### src/rtl/fifo_uart_tx.sv
// UART transmitter that drains a first-word-fall-through FIFO.
// One frame: start bit, DATA_WIDTH data bits LSB first, STOP_BITS stop bits.
module fifo_uart_tx #(
    parameter int DATA_WIDTH   = 8,
    parameter int CLKS_PER_BIT = 16,
    parameter int STOP_BITS    = 1
) (
    input  logic                  clk,
    input  logic                  reset,
    input  logic                  fifo_empty,
    input  logic [DATA_WIDTH-1:0] fifo_r_data,
    output logic                  fifo_rd,
    output logic                  tx,
    output logic                  tx_busy,
    output logic                  tx_done
);

    localparam int STOP_CLKS = STOP_BITS * CLKS_PER_BIT;
    localparam int CW = (STOP_CLKS > 1) ? $clog2(STOP_CLKS) : 1;
    localparam int BW = (DATA_WIDTH > 1) ? $clog2(DATA_WIDTH) : 1;

    localparam logic [CW-1:0] BIT_LAST  = CW'(CLKS_PER_BIT - 1);
    localparam logic [CW-1:0] STOP_LAST = CW'(STOP_CLKS - 1);
    localparam logic [BW-1:0] IDX_LAST  = BW'(DATA_WIDTH - 1);

    typedef enum logic [1:0] {
        IDLE,
        START,
        DATA,
        STOP
    } state_t;

    state_t                state, state_d;
    logic [CW-1:0]         cnt, cnt_d;
    logic [BW-1:0]         idx, idx_d;
    logic [DATA_WIDTH-1:0] shreg, shreg_d;
    logic                  tx_d;
    logic                  done_d;

    assign fifo_rd = (state == IDLE) && !fifo_empty && !reset;
    assign tx_busy = (state != IDLE);

    always_ff @(posedge clk or posedge reset) begin
        if (reset) begin
            state   <= IDLE;
            cnt     <= '0;
            idx     <= '0;
            shreg   <= '0;
            tx      <= 1'b1;
            tx_done <= 1'b0;
        end else begin
            state   <= state_d;
            cnt     <= cnt_d;
            idx     <= idx_d;
            shreg   <= shreg_d;
            tx      <= tx_d;
            tx_done <= done_d;
        end
    end

    always_comb begin
        state_d = state;
        cnt_d   = cnt;
        idx_d   = idx;
        shreg_d = shreg;
        tx_d    = tx;
        done_d  = 1'b0;
        unique case (state)
            IDLE: begin
                tx_d = 1'b1;
                if (fifo_rd) begin
                    shreg_d = fifo_r_data;
                    cnt_d   = '0;
                    idx_d   = '0;
                    tx_d    = 1'b0;
                    state_d = START;
                end
            end
            START: begin
                if (cnt == BIT_LAST) begin
                    cnt_d   = '0;
                    idx_d   = '0;
                    tx_d    = shreg[0];
                    state_d = DATA;
                end else begin
                    cnt_d = cnt + 1'b1;
                end
            end
            DATA: begin
                if (cnt == BIT_LAST) begin
                    cnt_d = '0;
                    if (idx == IDX_LAST) begin
                        tx_d    = 1'b1;
                        state_d = STOP;
                    end else begin
                        // shift so the next bit is always at position 0
                        idx_d   = idx + 1'b1;
                        shreg_d = shreg >> 1;
                        tx_d    = shreg_d[0];
                    end
                end else begin
                    cnt_d = cnt + 1'b1;
                end
            end
            STOP: begin
                if (cnt == STOP_LAST) begin
                    cnt_d   = '0;
                    done_d  = 1'b1;
                    state_d = IDLE;
                end else begin
                    cnt_d = cnt + 1'b1;
                end
            end
            default: begin
                state_d = IDLE;
            end
        endcase
    end

endmodule

### config.mk
export PLATFORM = sky130hd
export DESIGN_NAME = fifo_uart_tx
export DESIGN_NICKNAME = d
export VERILOG_FILES = /design/src/rtl/fifo_uart_tx.sv
export SDC_FILE = /design/constraint.sdc
export NUM_CORES = 1
export LEC_CHECK = 0
export CAP_MARGIN = 10
export CORE_MARGIN = 8
export CORE_UTILIZATION = 40
export CTS_BUF_LIST = sky130_fd_sc_hd__clkbuf_8
export CTS_CLUSTER_DIAMETER = 150
export DETAILED_ROUTE_END_ITERATION = 12
export DONT_BUFFER_PORTS = 1
export HOLD_SLACK_MARGIN = 0.05
export PLACE_DENSITY = 0.61
export SLEW_MARGIN = 5
export SYNTH_ARGS = -nofsm -noshare
export SYNTH_HDL_FRONTEND = slang
export SYNTH_SLANG_ARGS = --single-unit
### constraint.sdc
create_clock -name clk -period 2 [get_ports clk]
set_input_delay 0.6 -clock clk [delete_from_list [all_inputs] [get_ports clk]]
set_output_delay 0.6 -clock clk [all_outputs]
set_load 0.03 [all_outputs]
Word-level counts from Yosys, hierarchy flattened

Cells that the tools add are included.
Widths: inputs -> output; s select.

Logic and storage cells: 57
Flip-flop bits (word level): 19
Bits of input ports: 11
Output and inout port bits: 4

Eq/ne operators: 11
Reduce and logical (&&, ||, !) cells: 13
Mux-type cells: 25
Add/subtract/negate cells: 2

Operators by type and width:

| kind                | count |
|---|---|
| $mux 8              | 3 |
| $pmux 8 s2          | 1 |
| $mux 3              | 4 |
| $ne 2x2->1 const B  | 6 |
| $mux 2              | 5 |
| $reduce_and 5->1    | 2 |
| $pmux 3 s3          | 1 |
| $mux 4              | 2 |
| $pmux 2 s4          | 1 |
| $pmux 4 s2          | 1 |
| $mux 1              | 6 |
| $add 4x1->4 const B | 1 |
| $eq 2x2->1 const B  | 2 |
| $eq 4x4->1 const B  | 1 |
| $reduce_and 4->1    | 1 |
| $reduce_bool 2->1   | 2 |
| $add 3x1->3 const B | 1 |
| $eq 3x3->1 const B  | 1 |
| $pmux 1 s3          | 1 |
| $reduce_and 3->1    | 1 |
| $reduce_bool 3->1   | 1 |
| $reduce_or 3->1     | 1 |
| $eq 2x1->1 const B  | 1 |
| $logic_and 1x1->1   | 2 |
| 2 further kinds     | 3 |

Depth between registers and ports, before layout

Depth in word-level cells: 5
Gate-level depth with buffers: 8
Gate-level depth less buffers: 6

Worst setup path before layout

OpenSTA, ideal clock, no wires.

Path kind: register -> output
From: reg state[0]
To: out fifo_rd
Path buffers: 0
Path slack: -0.073 ns
Stages on the path, launching flop included: 6
Arrival: 1.473 ns
Required time: 1.400 ns
Path through: dfrtp_1 -> inv_1 -> ha_1 -> inv_1 -> or3_1 -> inv_1

Longest elaborated chain between the ends: 3

Ends and longest elaborated chain:

| element                         | line | text |
|---|---|---|
| start: declaration              | 33   | `state_t state, state_d;` |
| start signal: assignment        | 52   | `state <= state_d;` |
| $logic_not 2->1                 | 40   | `assign fifo_rd = (state == IDLE) && !fifo_empty && !reset;` |
| $logic_and 1x1->1 (2 in series) | 40   |  |
| end: declaration                | 12   | `output logic fifo_rd,` |

No other way between the ends.

Final worst setup path

From: reg state[1]
To: out fifo_rd

The elaborated chain is that of the path after synthesis.

==> reports/metrics.csv <==
metric,value,unit
status,finished clean,
Initial Util,41.23,%
GRT Total Usage,11.09,%
crit path cell chain,"inv_2, ha_4, inv_2, or3_4, inv_6",
Slew @ Worst Pin,0.7276,ns
"Primary FF master, synth",dfrtp_1,
maximum clock rate,0.5062,GHz
"Reg clk slew, reported paths",0.07,ns
maximum vdd ir drop,0.8294,mV
worst path arrival time,1.38,ns
clk buf depth,2,
vias in the first global route,863,
number of synthesized flops with an enable pin,0,
Leakage,0.5719,nW
number of I/O port buffers,0,
die width,68.85,µm
ys async rst share,100.0,%
Pwr Density,1601,mW/mm²
CTS tree,yes,
CTS buffer count,3,
Worst Path Buf+Inv,3,
grt ovf,0,
Final ANT Viol Nets,0,
Crit. Startpoint,state[1],
CTS Sinks,19,
setup TNS,0,ns
Syn Std Cell Area,0.001117,mm²
pre-CTS setup slack,0.07985,ns
final worst slack,0.02444,ns
IO Pins,15,
Placed Cells incl. Taps,142,
fill count,254,
Worst Path Max Fanout,3,
Hold Crit Class,input pin to async pin,
max-slew violation count,0,
DRT Pass-1 Iters,4,
final hold violations,0,
fin cells,150,
synth-to-layout area growth,13.21,%
Crit path largest cell delay,0.40,ns
first-pass GRT wire length,4036,µm
clock latency on the worst-skew pair,0.26,ns
Max transition margin,51.44,%
Routed WL,2405,µm
DRC Markers,0,
Final Power,0.002025,W
R2R cell count,6,
critical path capture point type,output pin,
post-route clock period utilization,98.78,%
Die H,68.85,µm
vias,878,
final setup fails,0,
layout cells sized above 1,20.17,%
initial antenna violation count,0,
RR Startpoint,state[1],
Mean Syn Cell Area,10.07,µm²
Setup crit end,fifo_rd,
gpl congestion,0.7929,
Critical Path Source Type,flop,
clk_skew,0.007347,ns
flop2flop setup slack,0.10,ns
most used cell along the critical path,inv_2,
root buffer cell,clkbuf_8,
Mapped Nets,132,
row cnt,19,
Tmin final,1.976,ns
"flops & latches, synth",19,
cell accounting for the most synthesized area,dfrtp_1,
Via-to-Cell Ratio,5.853,
R2R Path End,state[1],
core box area,0.002710,mm²
DIE AREA,0.004740,mm²
sequential-to-total area share from yosys stat,42.67,%
synthesized netlist cell count,111,
"top cells by area, synth","dfrtp_1 40%, ha_1 11%, o21ai_0 5.4%",
Crit. path cell count,5,
RSZ-0062 raised after global routing,yes,
H-tree depth,1,
CP Data Required Time,1.40,ns
nets@finish,141,
average wire per cell in the routed design,16.03,µm
Starting DRT DRC Count,51,
Netlist cell types,36,
YS warnings,0,
crit path max-delay cell type,dfrtp_1,
cts hold-fix bufs,0,
post-synth top area share,40.31,%
antenna diode count,0,
Fin Hold WS,0.3498,ns
largest net degree at the start of global routing,20,
max-cap viol count,0,
Top Family by Delay on Critical Path,flip-flops,
Setup CP Type,flop to output pin,
DP Wirelength,1751,µm
layout make-up:
| type | instances | area, µm² | share of cell area, % |
|---|---|---|---|
| multi-input cells | 81 | 613.1 | 48.47 |
| flip-flops and latches | 19 | 476.7 | 37.69 |
| repair buffers | 8 | 60.06 | 4.748 |
| clock buffers | 3 | 41.29 | 3.264 |
| well taps | 31 | 38.79 | 3.066 |
| inverters | 7 | 31.28 | 2.473 |
| clock inverters | 1 | 3.754 | 0.2967 |
logic make-up (layout without fill, tap and decap cells):
group | after synthesis | count (layout) | synth area share, %
muxes | 2 | 2 | 2.351
AOI/OAI and AO/OA | 35 | 35 | 22.17
DFF | 19 | 19 | 42.67
adders and majority gates | 10 | 10 | 11.20
buffers and inverters | 11 | 19 | 4.815
and+or+nand+nor | 34 | 34 | 16.80
metal layers:
layer  track usage, %  wire, µm
met4            3.759        35
met3            2.746       140
met5                0         0
met1            13.94      1053
met2            18.07      1175
registers in the layout, summed over array words and instances, names as in the netlist:
| name | flops |
|---|---|
| tx_done | 1 |
| shreg | 8 |
| tx | 1 |
| cnt | 4 |
| state | 2 |
| idx | 3 |
metrics by stage:
stage	util [%]	cell area, µm²
3_3_place_gp	42.75	1159
4_1_cts	45.80	1241
5_1_grt	46.68	1265
3_5_place_dp	42.75	1159
6_report	46.68	1265
2_1_floorplan	-	1117
timing repair:
action / CTS / global route
endpoints found under the setup margin: 1 / 4
buffers inserted: 2 / 2
gates cloned: 0 / 0
resized for setup: 7 / 1
synth_stat cells (2+ instances only):
library cell	instances
dfrtp_1	18
o21ai_0	12
and3_1	2
nor2_1	4
nand3_1	10
a22o_1	3
ha_1	10
a221o_1	5
a21oi_1	4
o2bb2ai_1	2
inv_1	7
nand2_1	10
worst reg2reg max path: cells and delay by family, from the launching register on:
kind | cells | cell delay [ns]
AOI/OAI and AO/OA | 2 | 0.41
DFF | 1 | 0.40
buffers and inverters | 2 | 0.36
muxes | 1 | 0.35
adders and majority gates | 1 | 0.27
worst min path at each step:
stage	end	from	cells past startpoint
2_1_floorplan	shreg[4]	shreg[4]	1
3_5_place_dp	shreg[4]	shreg[4]	1
3_3_place_gp	shreg[6]	shreg[6]	1
6_report	shreg[4]	reset	1
4_1_cts	shreg[4]	reset	1
5_1_grt	shreg[4]	reset	1
where the power goes:
part / switching (W) / internal [W]
combinational: 0.000591 / 0.000494
sequential: 0.000135 / 0.000546
clock: 0.000124 / 0.000136
total: 0.000850 / 0.00118
layout by cell type, fill, tap and decap left out, types with 3 or more instances in the layout:
master    count
a221o_1       5
nand2_1      10
inv_2         3
a22o_1        3
o21ai_0      12
ha_1          9
buf_4         8
dfrtp_1      18
nand3_1      10
a21oi_1       4
clkbuf_8      3
nor2_1        4
inv_1         4
(Power assumes the default switching activity.)
==> edit 1, RTL diff (same settings) <==
Take the reset off `shreg` and load it in a clocked block of its own.
--- a/src/rtl/fifo_uart_tx.sv
+++ b/src/rtl/fifo_uart_tx.sv
@@ -47,3 +47,2 @@
             idx     <= '0;
-            shreg   <= '0;
             tx      <= 1'b1;
@@ -54,3 +53,2 @@
             idx     <= idx_d;
-            shreg   <= shreg_d;
             tx      <= tx_d;
@@ -58,2 +56,6 @@
         end
+    end
+
+    always_ff @(posedge clk) begin
+        shreg <= shreg_d;
     end
Check against the original RTL: same outputs for any inputs over 10 cycles, from zero or initial values and one cycle with reset high; that may be too few to reach the edited logic, so the function may still have changed.
==> edit 1 against the original RTL <==
- synthesized area is 1.1% higher
- largest cell class unchanged
- routed wire length is 12% lower
- critical path type unchanged
- sequential cell count stayed put
- global-route usage is 2.1 points lower
- setup slack better by 0.049 ns
- fmax is 2.5% higher
- highest routed layer unchanged
- register-to-register slack better by 0.07 ns
- non-clock buffer count is 3 lower
- utilization is 0.69 points lower
- die area is 0.86% higher
- final area is 1.5% lower
Power is not compared: it rests on default switching activity, and its combinational part moved more than twofold at a synthesized area within 25%.
==> edit 1: results (changes against the original RTL) <==
stage,metric,value,unit,change
placement,gp_congestion,0.738,,-7.0%
routing,drtIter0Drc,82,,+61%
pwr,irDropWorstVdd,595,uV,
setup_path,crit_path_max_fanout,5,,+2
finish,clockNetworkAreaShare,3.92,%,+0.35 points
synthesis,synth.area.mux_share,9.30,%,+7.0 points
setup_path,worstReg2RegEnd,shreg[1]$_DFFE_PP_,,
routing,wire_per_inst,15.6,um,-2.7%
finish,n_fill_cell,266,,+4.7%
grt,grt_pass1_vias,798,,-7.5%
synthesis,synth_fa_ha_area_share,11.1,%,-0.12 points
grt,grtUsageTotal,8.98,%,-2.1 points
grt,grt_pass1_wl,3530,um,-12%
synthesis,synthTopCellsByArea,"dfrtp_1 (22%), edfxtp_1 (21%), ha_1 (11%)",,
synthesis,async_reset_ff_share,57.9,%,-42 points
placement,place_inst,131,,-7.7%
placement,hpwl,1620,um,-7.4%
outcome,status,completed,,
setup_path,timing.rr.start,state[0]$_DFFE_PP0P_,,
synthesis,seq_area_frac_synth,45.7,%,+3.1 points
routing,avgViaCountPerCell,5.68,,-2.9%
finish,final_util,46.0,%,-0.69 points
finish,inverters,10,,+3
setup_path,crit_arrival,1.33,ns,-0.05 ns
timing,tightest_slew,0.463,ns,-0.265 ns
timing,skew,0.00242,ns,-0.00493 ns
clocking,cts_resized,3,,-4
grt,grt_max_degree,13,,-35%
finish,drive_above_1_share,26.7,%,+6.5 points
timing,min_period,1.93,ns,-0.0486 ns
finish,register_area,518,sq um,+8.7%
timing,fin_hold_ws,0.230,ns,-0.120 ns
synthesis,synth_cells,99,,-11%
finish,multi_input_cells,67,,-17%
placement,dp_slack,0.186,ns,+0.106 ns
synthesis,synth_edf_count,8,,+8
finish,stdcell_count,136,,-9.3%
clocking,cts_setup_buffers,0,,-2
synthesis,synth_nets,120,,-9.1%
setup_path,ff2ff_setup_slack,0.17,ns,+0.07 ns
setup_path,max_stage_delay,0.44,ns,+0.04 ns
finish,layout.nonclk_buf_share,3.01,%,-1.7 points
synthesis,synth_compound_area_share,15.7,%,-6.4 points
finish,multi_input_area_share,45.4,%,-3.1 points
synthesis,synth_common_cells,"dfrtp_1 (10), ha_1 (10), inv_1 (10)",,
==> edit 1: cell types whose count changed after synthesis, moves of 5 or more <==
cell / unedited run / this run
o21ai_0: 12 / 3
dfrtp_1: 18 / 10
edfxtp_1: 0 / 8
mux2_2: 0 / 8
a221o_1: 5 / 0
nand3_1: 10 / 5
==> edit 1: cells by family after synthesis <==
logic type | count (synthesis)
multiplexers | 9
AO/OA/AOI/OAI | 22
AND/OR/NAND/NOR | 26
adder cells (fa/ha/maj) | 10
flip-flops | 19
buffers and inverters | 13
==> edit 1: power by group <==
part | leakage (nW) | internal (mW) | switching, mW
clock network | 0.0217 | 0.141 | 0.139
registers | 0.208 | 0.404 | 0
logic | 0.270 | 0.000674 | 0.00458
==> edit 1: per-layer routing <==
layer / track usage (%) / part of all wire (%) / routed length [um] / vias to the layer above
li1: - / - / - / 380
met1: 9.38 / 45 / 960 / 367
met2: 15.0 / 47 / 1010 / 24
met3: 4.58 / 6.6 / 140 / 2
met4: 3.42 / 0.75 / 16 / 0
met5: 0 / 0 / 0 / -
==> edit 2, RTL diff (same flow settings) <==
Made on the original files. Set the parameter `DATA_WIDTH` to 16 (it was 8).
--- a/src/rtl/fifo_uart_tx.sv
+++ b/src/rtl/fifo_uart_tx.sv
@@ -3,3 +3,3 @@
 module fifo_uart_tx #(
-    parameter int DATA_WIDTH   = 8,
+    parameter int DATA_WIDTH   = 16,
     parameter int CLKS_PER_BIT = 16,
Ports: changed (resized fifo_r_data); port bits go from 15 to 23. No check against the original RTL was run, so the function may have changed too.
==> edit 2 against the original RTL <==
- the flow now finishes with violations (negative setup slack)
- register-to-register slack got worse by 0.03 ns
- global-route usage increased by 0.10 points
- clock skew shrank 0.0051 ns
- total power up 38%
- via count up 37%
- non-clock buffer count is 5 higher
- hold slack got worse by 0.084 ns
- synthesized area is 39% higher
- utilization is 0.47 points higher
- routed wire length grew 39%
- setup slack lost 0.083 ns
- final area grew 37%
- sequential cell count rose by 9
==> edit 2: results (changes against the original RTL) <==
stage,metric,value,unit,change
pwr,irDropWorstVdd,658,uV,-21%
finish,drive_above_1_share,20.5,%,+0.33 points
synthesis,synth_area,0.00155,sq mm,+39%
pwr,p_int,1.65,mW,+41%
pwr,p_leak,0.758,nW,+33%
routing,drtIter0Drc,62,,+22%
outcome,violations,negative setup slack,,
placement,gp_congestion,0.802,,+1.1%
timing,fin_ws,-0.0586,ns,-0.0830 ns
synthesis,synthTopCellsByArea,"dfrtp_1 (44%), mux2i_1 (9.7%), o21ai_0 (8.7%)",,
timing,skew,0.00222,ns,-0.00513 ns
setup_path,ff2ff_setup_slack,0.07,ns,-0.03 ns
timing,tightest_slew,0.571,ns,-0.157 ns
grt,grt_pass1_wl,5780,um,+43%
synthesis,seq_area_frac_synth,45.4,%,+2.7 points
synthesis,synth_common_cells,"dfrtp_1 (27), o21ai_0 (27), mux2i_1 (15)",,
outcome,status,"complete, but fails checks",,
synthesis,synth_ff_type,dfrtp_1,,
routing,avgViaCountPerCell,5.74,,-1.9%
grt,grt_pass1_vias,1260,,+46%
routing,wire_per_inst,16.0,um,-0.24%
placement,hpwl,2470,um,+41%
setup_path,worstReg2RegEnd,idx[2]$_DFFE_PP0P_,,
setup_path,timing.rr.start,state[0]$_DFFE_PP0P_,,
pwr,combPwrFrac,52.6,%,-0.9 points
timing,fin_hold_ws,0.265,ns,-0.0844 ns
grt,grtUsageTotal,11.2,%,+0.10 points
routing,via_count,1200,,+37%
timing,setup_viol,1,,+1
finish,reg.largest.list,"shreg: 16 flops, cnt: 4 flops, idx: 4 flops",,
edit 2: routing by layer:
metal / vias to the layer above / wire [um] / global-route usage [%]
li1: 565 / - / -
met3: 4 / 263 / 4.21
met2: 30 / 1560 / 18.6
met4: 0 / 40 / 2.78
met1: 601 / 1480 / 13.2
met5: - / 0 / 0
edit 2: what timing repair did:
| item | CTS | global route |
|---|---|---|
| pin swaps | 1 | 0 |
| setup buffers | 5 | 1 |
| hold buffers | 0 | 0 |
| setup endpoints to repair | 1 | 3 |
| gates resized for setup | 0 | 2 |
| gates cloned | 0 | 0 |
edit 2: cells by family after synthesis:
logic type | after synthesis | share of synthesized area, %
AOI/OAI and AO/OA | 54 | 22.0
and+or+nand+nor | 33 | 11.2
buffers and inverters | 14 | 4.61
muxes | 17 | 11.2
adders and majority gates | 7 | 5.66
DFF | 28 | 45.4
edit 2: per-stage QoR:
step	TNS (ns)	power, mW	setup slack, ns	instance area [sq um]	utilization (%)
CTS	-0.0510	2.80	-0.0510	1730	46.9
floorplan	-0.0252	2.09	-0.0252	1570	-
finish	-0.0586	2.80	-0.0586	1740	47.2
global placement	0	2.34	0.170	1650	44.6
detailed placement	0	2.41	0.129	1650	44.6
global route	-0.116	3.07	-0.116	1740	47.2
edit 2: layout make-up:
class	count	area [sq um]
sequential	28	702
clock inverter	1	3.75
fill	372	1950
multi-input combinational	111	795
tap	48	60.1
clock buffer	3	41.3
timing repair buffer	13	110
inverter	5	27.5
edit 2: worst reg2reg max path: stages, from the launching register on:
cell     delay [ns]
dfrtp_1        0.41
buf_4          0.14
buf_4          0.13
ha_1           0.26
or4b_4         0.57
nor3b_1        0.23
a221o_2        0.14
